[src/rtl/coh_pkg.sv]
// Shared types and constants for the MSI coherence bus controller.
package coh_pkg;

    localparam int unsigned TAG_W = 17;
    localparam int unsigned IDX_W = 10;
    localparam int unsigned OFF_W = 5;

    typedef enum logic [1:0] {
        BUS_RD   = 2'b00,
        BUS_RDX  = 2'b01,
        BUS_UPGR = 2'b10,
        BUS_WB   = 2'b11
    } bus_op_e;

    typedef enum logic [1:0] {
        INV = 2'b00,
        SHD = 2'b01,
        MOD = 2'b11
    } line_state_e;

    typedef enum logic [2:0] {
        ST_IDLE    = 3'd0,
        ST_SNOOP   = 3'd1,
        ST_FLUSH   = 3'd2,
        ST_MEMRD   = 3'd3,
        ST_MEMWAIT = 3'd4,
        ST_WB      = 3'd5,
        ST_RESP    = 3'd6
    } ctrl_state_e;

    // Index width for an N-entry vector; never zero so single-core builds still have a port.
    function automatic int unsigned idx_w(input int unsigned n);
        return (n > 1) ? $clog2(n) : 1;
    endfunction

endpackage

[src/rtl/coh_rr_arbiter.sv]
// Combinational round-robin arbiter: the search starts at ptr_i and wraps.
module coh_rr_arbiter
    import coh_pkg::*;
#(
    parameter  int unsigned N  = 2,
    localparam int unsigned IW = coh_pkg::idx_w(N)
) (
    input  logic [N-1:0]  req_i,
    input  logic [IW-1:0] ptr_i,
    output logic [N-1:0]  gnt_c_o,
    output logic [IW-1:0] gnt_idx_c_o,
    output logic          gnt_vld_c_o
);

    int unsigned pos;

    always_comb begin
        gnt_c_o     = '0;
        gnt_idx_c_o = '0;
        gnt_vld_c_o = 1'b0;
        pos         = 0;
        for (int unsigned k = 0; k < N; k++) begin
            pos = 32'(ptr_i) + k;
            if (pos >= N) begin
                pos = pos - N;
            end
            if (!gnt_vld_c_o && req_i[IW'(pos)]) begin
                gnt_c_o[IW'(pos)] = 1'b1;
                gnt_idx_c_o       = IW'(pos);
                gnt_vld_c_o       = 1'b1;
            end
        end
    end

endmodule

[src/rtl/msi_bus_controller.sv]
// MSI coherence bus sequencer: arbitration, snoop broadcast, owner flush and memory fill.
// Define COH_PERF_CNT_EN to add transaction / intervention / writeback counters.
module msi_bus_controller
    import coh_pkg::*;
#(
    parameter int unsigned NCORE  = 2,
    parameter int unsigned ADDR_W = 32,
    parameter int unsigned LINE_W = 256
) (
    input  logic                      clk,
    input  logic                      rst,
    input  logic [NCORE-1:0]          req_valid,
    input  logic [NCORE*2-1:0]        req_op,
    input  logic [NCORE*ADDR_W-1:0]   req_addr,
    input  logic [NCORE*LINE_W-1:0]   req_wdata,
    output logic [NCORE-1:0]          resp_valid,
    output logic [LINE_W-1:0]         resp_data,
    output logic                      snoop_valid,
    output logic [1:0]                snoop_op,
    output logic [ADDR_W-OFF_W-1:0]   snoop_addr,
    output logic [NCORE-1:0]          snoop_src,
    input  logic [NCORE-1:0]          snoop_ack,
    input  logic [NCORE-1:0]          snoop_dirty,
    input  logic [NCORE*LINE_W-1:0]   snoop_data,
    output logic                      mem_req,
    output logic                      mem_we,
    output logic [ADDR_W-OFF_W-1:0]   mem_addr,
    output logic [LINE_W-1:0]         mem_wdata,
    input  logic                      mem_ready,
    input  logic                      mem_rvalid,
    input  logic [LINE_W-1:0]         mem_rdata
`ifdef COH_PERF_CNT_EN
   ,output logic [31:0]               perf_txn_o,
    output logic [31:0]               perf_intv_o,
    output logic [31:0]               perf_wb_o
`endif
);

    localparam int unsigned IW   = coh_pkg::idx_w(NCORE);
    localparam int unsigned LA_W = ADDR_W - OFF_W;

    ctrl_state_e       state_q, state_d;
    logic [IW-1:0]     ptr_q, ptr_d;
    logic [IW-1:0]     idx_q, idx_d;
    logic [NCORE-1:0]  src_q, src_d;
    bus_op_e           op_q, op_d;
    logic [LA_W-1:0]   addr_q, addr_d;
    logic [LINE_W-1:0] line_q, line_d;
    logic [NCORE-1:0]  ack_q, ack_d;
    logic              own_vld_q, own_vld_d;
    logic [IW-1:0]     own_idx_q, own_idx_d;
    logic              snoop_valid_q, snoop_valid_d;
    logic              mem_req_q, mem_req_d;
    logic              mem_we_q, mem_we_d;
    logic [NCORE-1:0]  resp_valid_q, resp_valid_d;

    logic [NCORE-1:0]  gnt;
    logic [IW-1:0]     gnt_idx;
    logic              gnt_vld;
    logic [NCORE-1:0]  new_ack;
    logic              unused_ok;

    // Offset bits of the request address carry no meaning on a line-granular bus.
    assign unused_ok = ^req_addr;

    coh_rr_arbiter #(
        .N (NCORE)
    ) u_arb (
        .req_i       (req_valid),
        .ptr_i       (ptr_q),
        .gnt_c_o     (gnt),
        .gnt_idx_c_o (gnt_idx),
        .gnt_vld_c_o (gnt_vld)
    );

    always_ff @(posedge clk or negedge rst) begin
        if (!rst) begin
            state_q       <= ST_IDLE;
            ptr_q         <= '0;
            idx_q         <= '0;
            src_q         <= '0;
            op_q          <= BUS_RD;
            addr_q        <= '0;
            line_q        <= '0;
            ack_q         <= '0;
            own_vld_q     <= 1'b0;
            own_idx_q     <= '0;
            snoop_valid_q <= 1'b0;
            mem_req_q     <= 1'b0;
            mem_we_q      <= 1'b0;
            resp_valid_q  <= '0;
        end else begin
            state_q       <= state_d;
            ptr_q         <= ptr_d;
            idx_q         <= idx_d;
            src_q         <= src_d;
            op_q          <= op_d;
            addr_q        <= addr_d;
            line_q        <= line_d;
            ack_q         <= ack_d;
            own_vld_q     <= own_vld_d;
            own_idx_q     <= own_idx_d;
            snoop_valid_q <= snoop_valid_d;
            mem_req_q     <= mem_req_d;
            mem_we_q      <= mem_we_d;
            resp_valid_q  <= resp_valid_d;
        end
    end

    always_comb begin
        state_d       = state_q;
        ptr_d         = ptr_q;
        idx_d         = idx_q;
        src_d         = src_q;
        op_d          = op_q;
        addr_d        = addr_q;
        line_d        = line_q;
        ack_d         = ack_q;
        own_vld_d     = own_vld_q;
        own_idx_d     = own_idx_q;
        new_ack       = '0;
        snoop_valid_d = 1'b0;
        mem_req_d     = 1'b0;
        mem_we_d      = 1'b0;
        resp_valid_d  = '0;

        unique case (state_q)
            ST_IDLE: begin
                if (gnt_vld) begin
                    idx_d     = gnt_idx;
                    src_d     = gnt;
                    ack_d     = '0;
                    own_vld_d = 1'b0;
                    own_idx_d = '0;
                    for (int i = 0; i < int'(NCORE); i++) begin
                        if (gnt[i]) begin
                            op_d   = bus_op_e'(req_op[2*i +: 2]);
                            addr_d = req_addr[i*ADDR_W + OFF_W +: LA_W];
                            line_d = req_wdata[i*LINE_W +: LINE_W];
                        end
                    end
                    state_d = (op_d == BUS_WB) ? ST_WB : ST_SNOOP;
                end
            end
            ST_SNOOP: begin
                new_ack = snoop_ack & ~src_q;
                ack_d   = ack_q | new_ack;
                // Lowest-index dirty responder owns the line, even across cycles.
                for (int j = 0; j < int'(NCORE); j++) begin
                    if (new_ack[j] && snoop_dirty[j] &&
                        (!own_vld_d || (IW'(j) < own_idx_d))) begin
                        own_vld_d = 1'b1;
                        own_idx_d = IW'(j);
                        line_d    = snoop_data[j*LINE_W +: LINE_W];
                    end
                end
                if (&(ack_d | src_q)) begin
                    if (own_vld_d) begin
                        state_d = ST_FLUSH;
                    end else if (op_q == BUS_UPGR) begin
                        state_d = ST_RESP;
                    end else begin
                        state_d = ST_MEMRD;
                    end
                end
            end
            ST_FLUSH: begin
                if (mem_ready) begin
                    state_d = ST_RESP;
                end
            end
            ST_MEMRD: begin
                if (mem_ready) begin
                    state_d = ST_MEMWAIT;
                end
            end
            ST_MEMWAIT: begin
                if (mem_rvalid) begin
                    line_d  = mem_rdata;
                    state_d = ST_RESP;
                end
            end
            ST_WB: begin
                if (mem_ready) begin
                    state_d = ST_RESP;
                end
            end
            ST_RESP: begin
                if (32'(idx_q) == NCORE - 1) begin
                    ptr_d = '0;
                end else begin
                    ptr_d = idx_q + IW'(1);
                end
                state_d = ST_IDLE;
            end
            default: begin
                state_d = ST_IDLE;
            end
        endcase

        // Outputs are decoded from the next state so they register in step with it.
        snoop_valid_d = (state_d == ST_SNOOP);
        mem_req_d     = (state_d == ST_FLUSH) || (state_d == ST_MEMRD) || (state_d == ST_WB);
        mem_we_d      = (state_d == ST_FLUSH) || (state_d == ST_WB);
        resp_valid_d  = (state_d == ST_RESP) ? src_d : '0;
    end

    assign resp_valid  = resp_valid_q;
    assign resp_data   = line_q;
    assign snoop_valid = snoop_valid_q;
    assign snoop_op    = 2'(op_q);
    assign snoop_addr  = addr_q;
    assign snoop_src   = src_q;
    assign mem_req     = mem_req_q;
    assign mem_we      = mem_we_q;
    assign mem_addr    = addr_q;
    assign mem_wdata   = line_q;

`ifdef COH_PERF_CNT_EN
    logic [31:0] perf_txn_q, perf_intv_q, perf_wb_q;

    // Counters bump in the RESP cycle; own_vld_q marks a transaction served by a flush.
    always_ff @(posedge clk or negedge rst) begin
        if (!rst) begin
            perf_txn_q  <= '0;
            perf_intv_q <= '0;
            perf_wb_q   <= '0;
        end else if (state_q == ST_RESP) begin
            perf_txn_q <= perf_txn_q + 32'd1;
            if (own_vld_q) begin
                perf_intv_q <= perf_intv_q + 32'd1;
            end
            if (op_q == BUS_WB) begin
                perf_wb_q <= perf_wb_q + 32'd1;
            end
        end
    end

    assign perf_txn_o  = perf_txn_q;
    assign perf_intv_o = perf_intv_q;
    assign perf_wb_o   = perf_wb_q;
`endif

endmodule

[config.mk]
export PLATFORM = sky130hd
export DESIGN_NAME = msi_bus_controller
export DESIGN_NICKNAME = d
export VERILOG_FILES = /design/src/rtl/coh_pkg.sv /design/src/rtl/coh_rr_arbiter.sv /design/src/rtl/msi_bus_controller.sv
export SDC_FILE = /design/constraint.sdc
export NUM_CORES = 1
export LEC_CHECK = 0
export CAP_MARGIN = 10
export CORE_AREA = 2 2 758 760
export CTS_CLUSTER_SIZE = 14
export DETAILED_ROUTE_END_ITERATION = 16
export DIE_AREA = 0 0 760 762
export SETUP_SLACK_MARGIN = 0.2
export SLEW_MARGIN = 5
export SYNTH_ARGS = -nofsm -noshare
export SYNTH_HDL_FRONTEND = slang
export SYNTH_SLANG_ARGS = --single-unit
[constraint.sdc]
create_clock -name clk -period 5.02 [get_ports clk]
set_input_delay 1.255 -clock clk [delete_from_list [all_inputs] [get_ports clk]]
set_output_delay 1.255 -clock clk [all_outputs]
set_load 0.03 [all_outputs]
==> metrics.md, run 1 <==
| Metric | Value |
|---|---|
| Status | complete, no violations |
| Die Area | 579000 µm² |
| R2r setup slk | 1610 ps |
| Share of layout cells above drive strength 1 | 18.0% |
| Die X-Extent | 760 µm |
| Crit path capture | mem_wdata[126] |
| Hold Slack | 473 ps |
| DR WL/cell | 36.1 µm |
| Crit path kind | input pin to flop |
| First-pass GRT wire length | 489000 µm |
| # rows | 278 |
| Die Y | 762 µm |
| Top-area cell type share of the netlist area | 32.8% |
| Mux cell area share after synthesis | 25.2% |
| Syn Area/Cell | 9.12 µm² |
| Top cells by count, synth | mux2_2 (512), nand2_1 (319), dfrtp_1 (301) |
| Sw Share | 59.9% |
| Critical path peak fanout | 59 |
| DRT Wirelength | 424000 µm |
| Initial antenna violation count | 319 |
| Clock Path Buffers | 3 |
| Final period util | 72.9% |
| Synth Warn # | 0 |
| Antenna Violating Nets Remaining | 0 |
| CP Launch Point | req_valid[1] |
| Primary FF master, synth | dfrtp_1 |
| Min cycle time layout | 3660 ps |
| WP data required | 5610 ps |
| CTS H-tree depth | 2 |
| Synth Register Bits | 301 |
| Cells after Synth | 2518 |
| Setup crit start kind | input pin |
| # IOs | 1933 |
| Net Count, Synth | 3876 |
| Fin. Hold Viols | 0 |
| Synth Area in Adders | 0% |
| Root buffer cell | clkbuf_16 |
| Most numerous cell in the Yosys netlist | mux2_2 |
| Combinational share of power | 72.1% |
| PortBufs | 1922 |
| Core Util, Final | 8.97% |
| Layout Nets | 5448 |
| Post-cts sizing count | 0 |
| Simple-Gate Fraction of Synth Area | 10.9% |
| Post-route cell area | 51200 µm² |
| Worst-path clk slew | 60 ps |
| Max Cap Viol | 0 |
| DRC Markers | 0 |
| Xor-xnor portion of the synthesized cell area | 0% |
| Routed vias | 29455 |
| Hold buffer count at CTS | 0 |
| Worst R2R Start | state_q[0] |
| Clock tree from TritonCTS | yes |
| Placer's final routability congestion estimate | 0.939 |
| Max VDD drop | 0.408 mV |
| Reg-to-Reg End | mem_wdata[91] |
| Net Switching | 20000 µW |
| Largest net degree at the start of global routing | 116 |
| Hold Path Class | flop to flop |
| TritonCTS Buffers | 48 |
| Clock power frac | 11.7% |
| Initial Util | 4.02% |
| Iteration-0 DRC Markers | 2354 |
| RSZ-0062 raised after global routing | no |
| Synthesized area | 23000 µm² |
| Post-CTS Setup Repair Bufs | 0 |
| Post-synth top area cell | dfrtp_1 |
| Total gr overflow | 0 |
| Via/cell ratio | 2.51 |
| Sequential Power Share | 16.2% |
| CORE AREA | 571000 µm² |
| Worst Path Arrival | 4250 ps |
| Slew Limit Fails | 0 |
| FFs w/ async S/R, synth | 100% |
| Sequential area share after synthesis | 32.8% |
| Synth unique cells | 40 |
| Synth Area in Compound Gates | 16.8% |
| Hpwl dp | 391000 µm |
| DR pass1 iterations | 6 |
| P per Cell Area | 652 nW/µm² |
| CP Capture Type | flop |
| Rel. slew slack | 26.3% |
| Main combinational cell family by area after synthesis | multiplexers |
| Skew final | 87.3 ps |
| Total Routing Usage GR | 14.0% |
| Clk Latency, worst-skew pair | 760 ps |
| Worst Max-Slew Pin Slew | 1110 ps |
| Post-place instance area | 49400 µm² |
| LEAKAGE | 0.0165 µW |
| Synth area leaders | dfrtp_1 (33%), mux2_2 (25%), buf_4 (9.5%) |
| Worst r2r path cells | 6 |
| Vias in the first global route | 28649 |
| Clk sink count | 301 |
| Setup Viol. Count Final | 0 |
| Post-synth EDFFs | 0 |
| Setup TNS | 0 ps |
| Maximum clock frequency | 0.273 GHz |
| Area grow syn2layout | 123% |
| Pint | 13400 µW |
-- final cells by class --
type / count / area (µm²)
clock inverter: 22 / 344
multi-input combinational: 1715 / 12200
fill: 66454 / 520000
sequential: 301 / 7530
inverter: 5 / 18.8
tap: 7560 / 9460
clock buffer: 64 / 1350
timing repair buffer: 2019 / 20100
antenna: 64 / 160
-- stage by stage --
step | power [µW] | setup WS, ps | cells
after global routing | 34900 | 1030 | 11705
after global placement | 30200 | 719 | 11600
after CTS | 34300 | 1080 | 11686
after detailed placement | 30100 | 724 | 11600
final | 33400 | 1360 | 11750
after floorplan | 16400 | 2390 | 2518
-- worst min path at each step --
stage               start  cells after the start  slack (ps)       endpoint
floorplan           idx_q                      1         440          ptr_q
global placement    idx_q                      1         470          ptr_q
detailed placement  idx_q                      1         480          ptr_q
CTS                   rst                      1         470  mem_wdata[15]
global route        idx_q                      1         500          ptr_q
finish              idx_q                      1         470          ptr_q
-- worst max-delay path: stages --
cell             delay, ps
clkdlybuf4s50_1        750
nor3_1                  90
a2111oi_0              740
a221o_4                290
buf_12                 190
buf_4                  550
nor2_1                  90
a31oi_1                170
-- state kept, by name, indices dropped and copies added, names as in the netlist --
name and cells:
mem_wdata 256, mem_addr 27, state_q 3, ack_q 2, resp_valid 2, snoop_op 2, snoop_src 2, idx_q 1
mem_req 1, mem_we 1, own_idx_q 1, own_vld_q 1, ptr_q 1, snoop_valid 1
-- power by group through the flow --
stage / registers [µW] / clock network [µW] / logic, µW
after CTS: 5410 / 4110 / 24800
final: 5400 / 3890 / 24100
after detailed placement: 5420 / 0 / 24700
after global routing: 5530 / 4120 / 25300
after global placement: 5370 / 0 / 24800
after floorplan: 6910 / 0 / 9510
-- kinds of logic after synthesis --
group,count (synthesis)
multiplexers,514
AND/OR/NAND/NOR,639
buffers and inverters,502
AO/OA/AOI/OAI,562
flip-flops,301
-- layout by cell type, fill, tap and decap left out, types with 5 or more instances in the layout --
cell type        Yosys  final
a22oi_1            257    257
a31oi_1            285    285
buf_12               0     23
buf_4              291    112
bufinv_16            0      7
clkbuf_1            87      8
clkbuf_16            0     49
clkbuf_8             0      7
clkdlybuf4s50_1      0   1880
clkinv_2             0      6
dfrtp_1            301    301
diode_2              0     64
inv_1                5      5
mux2_2             512    512
nand2_1            319    319
nor2_1             291    290
nor3_1               6      6
-- metal layers --
layer  track usage, %  vias up  part of all wire, %
li1                 -    12070                    -
met1             17.1    14334                   41
met2             22.8     2262                   45
met3             5.89      649                   10
met4             3.44      140                  3.2
met5                0        -                 0.22
(Power assumes the default switching activity.)
==> run 2: changes to the inputs <==
--- a/config.mk
+++ b/config.mk
@@ -6,10 +6,10 @@
 export NUM_CORES = 1
 export LEC_CHECK = 0
 export CAP_MARGIN = 10
-export CORE_AREA = 2 2 758 760
+export CORE_AREA = 2 2 759 761
 export CTS_CLUSTER_SIZE = 14
 export DETAILED_ROUTE_END_ITERATION = 16
-export DIE_AREA = 0 0 760 762
+export DIE_AREA = 0 0 761 763
 export SETUP_SLACK_MARGIN = 0.2
 export SLEW_MARGIN = 5
 export SYNTH_ARGS = -nofsm -noshare
==> constraint.sdc (replaced) <==
create_clock -name clk -period 3.3 [get_ports clk]
set_input_delay 0.825 -clock clk [delete_from_list [all_inputs] [get_ports clk]]
set_output_delay 0.825 -clock clk [all_outputs]
set_load 0.03 [all_outputs]
==> run 2 against run 1 <==
Combinational power increased by 55%; sequential power rose by 53%; sequential cell count is the same; clock-buffer cell count decreased by 2; core utilization rose by 0.16 points; clock skew shrank 1.3 ps; power grew 53%; cell area grew 2.0%; final cell count rose by 1.1%; non-clock buffer count increased by 111; wire length shrank 2.1%; register-to-register slack lost 1300 ps.
==> metrics.md, run 2 (same netlist as run 1, synthesis figures left out) <==
| Metric | Value |
|---|---|
| DR pass1 iterations | 6 (unchanged) |
| Commonest non-fill, non-tap cells in the layout | clkdlybuf4s50_1 (1789), mux2_2 (512), nand2_1 (319), dfrtp_1 (300), nor2_1 (290) (was clkdlybuf4s50_1 (1880), mux2_2 (512), nand2_1 (319), dfrtp_1 (301), nor2_1 (290)) |
| Layout Nets | 5556 (was 5448) |
| Bufs and invs on worst path | 1 (was 3) |
| Die Y | 763 µm (was 762 µm) |
| Post-CTS Setup Repair Bufs | 0 (unchanged) |
| Antenna Violating Nets Remaining | 0 (unchanged) |
| TritonCTS Buffers | 45 (was 48) |
| Hold Path Class | input pin to asynchronous set/reset pin (was flop to flop) |
| Worst-path clk slew | 50 ps (was 60 ps) |
| Setup slack at placement | -420 ps (was 724 ps) |
| Setup Viol. Count Final | 0 (unchanged) |
| Share of layout cells above drive strength 1 | 21.7% (was 18.0%) |
| CP max stage cell | clkdlybuf4s50_1 (unchanged) |
| Die Area | 581000 µm² (was 579000 µm²) |
| RSZ-0062 raised after global routing | no (unchanged) |
| CTS H-tree depth | 2 (unchanged) |
| Routed vias | 30266 (was 29455) |
| DR WL/cell | 35.0 µm (was 36.1 µm) |
| Skew final | 86.0 ps (was 87.3 ps) |
| Total gr overflow | 0 (unchanged) |
| Iteration-0 DRC Markers | 2769 (was 2354) |
| Die X-Extent | 761 µm (was 760 µm) |
| First-pass GRT wire length | 479000 µm (was 489000 µm) |
| Final setup margin | 206 ps (was 1360 ps) |
| Worst Max-Slew Pin Slew | 1160 ps (was 1110 ps) |
| Largest delay share family, worst path | buffers and inverters (unchanged) |
| Clk Latency, worst-skew pair | 730 ps (was 760 ps) |
| Initial Util | 4.01% (was 4.02%) |
| # rows | 278 (unchanged) |
| Initial antenna violation count | 348 (was 319) |
| CP Cell Sequence | clkdlybuf4s50_1 (was clkdlybuf4s50_1, nor3_1, a2111oi_0, a221o_4, buf_12, buf_4, nor2_1, a31oi_1) |
| Clock Path Buffers | 3 (unchanged) |
| Vias in the first global route | 28869 (was 28649) |
| Setup crit start kind | flop (was input pin) |
| Placer's final routability congestion estimate | 0.996 (was 0.939) |
| Filler cell count | 66475 (was 66454) |
| Max FFs per register | 256 (unchanged) |
| Commonest non-fill, non-tap cell in the layout | clkdlybuf4s50_1 (unchanged) |
| Worst Path Arrival | 2270 ps (was 4250 ps) |
| PortBufs | 1922 (unchanged) |
| Clk sink count | 301 (unchanged) |
| Fin. Hold Viols | 0 (unchanged) |
| Hold Slack | 187 ps (was 473 ps) |
| DRT Wirelength | 416000 µm (was 424000 µm) |
| LEAKAGE | 0.0172 µW (was 0.0165 µW) |
| Total Routing Usage GR | 13.7% (was 14.0%) |
| Slowest cell delay on critical path | 1110 ps (was 750 ps) |
| Critical path peak fanout | 3 (was 59) |
| DRC Markers | 0 (unchanged) |
| Rel. slew slack | 22.9% (was 26.3%) |
| Area grow syn2layout | 127% (was 123%) |
| Status | complete, no violations (unchanged) |
| Maximum clock frequency | 0.323 GHz |
| Root buffer cell | clkbuf_16 (unchanged) |
| CP Capture Type | output port (was flop) |
| CORE AREA | 572000 µm² (was 571000 µm²) |
| Total power | 51000 µW (was 33400 µW) |
| Largest net degree at the start of global routing | 83 (was 116) |
| Crit path kind | flop to output port (was input pin to flop) |
| Slew Limit Fails | 0 (unchanged) |
| Max Cap Viol | 0 (unchanged) |
| Max VDD drop | 0.685 mV (was 0.408 mV) |
| # IOs | 1933 (unchanged) |
| Min cycle time layout | 3090 ps |
| Via/cell ratio | 2.55 (was 2.51) |
| Hpwl dp | 385000 µm (was 391000 µm) |
| P per Cell Area | 976 nW/µm² (was 652 nW/µm²) |
| Setup TNS | 0 ps (unchanged) |
| Clock tree from TritonCTS | yes (unchanged) |
| Final period util | 93.8% |
| WP data required | 2470 ps (was 5610 ps) |
## run 2: cell types whose count changed in the layout (fill, tap and decap cells not counted), sizes merged, moves of 3 or more
cell / before / now
clkdlybuf4s50: 1880 / 1789
bufinv: 7 / 3
dlygate4sd2: 0 / 11
clkinv: 11 / 8
buf: 138 / 321
diode: 64 / 91
dlymetal6s2s: 0 / 8
## run 2: layer usage
layer  track usage [%]  part of all wire (%)  wire, µm
met1              15.8                    39    162000
met2              22.1                    45    186000
met3              6.66                    12     49000
met4              4.32                   4.0     16600
met5                 0                  0.31      1290
## run 2: where the power goes
group | switching, µW | leakage, µW | internal [µW]
sequential | 2630 | 0.00338 | 5660
clock | 2320 | 0.000725 | 2950
combinational | 25500 | 0.0131 | 12000
## run 2: metrics by stage
| step | cell area [µm²] | std cells | util (%) |
|---|---|---|---|
| after global placement | 50500 | 11711 | 8.82 |
| after detailed placement | 50500 | 11711 | 8.82 |
| after floorplan | 23000 | 2518 | - |
| after global routing | 52100 | 11824 | 9.10 |
| final | 52200 | 11882 | 9.13 |
| after CTS | 52000 | 11791 | 9.08 |
## run 2: final cells by class
cell class,count,area [µm²],area share (%)
timing repair buffer,2130,21300,40.8
multi-input combinational,1715,12200,23.4
sequential,301,7530,14.4
tap,7560,9460,18.1
inverter,5,18.8,0.0359
clock inverter,18,213,0.407
antenna,91,228,0.436
clock buffer,62,1280,2.45
## run 2: path summary, 6_finish.rpt
| kind | from | endpoint | slack [ps] | depth (start not counted) |
|---|---|---|---|---|
| min in group clk | idx_q | ptr_q | 480 | 1 |
| max | mem_wdata[134] | resp_data[134] | 210 | 1 |
| min reg2reg | idx_q | ptr_q | 480 | 1 |
| max in group asynchronous | rst | mem_wdata[133] | 2090 | 2 |
| min | rst | mem_wdata[201] | 190 | 1 |
| max reg2reg | snoop_src[1] | mem_wdata[235] | 360 | 7 |
## run 2: what timing repair did
item	in CTS	in global routing
setup endpoints to repair	13	8
hold buffers	0	0
endpoints found under the hold margin	0	0
resized for setup	12	8
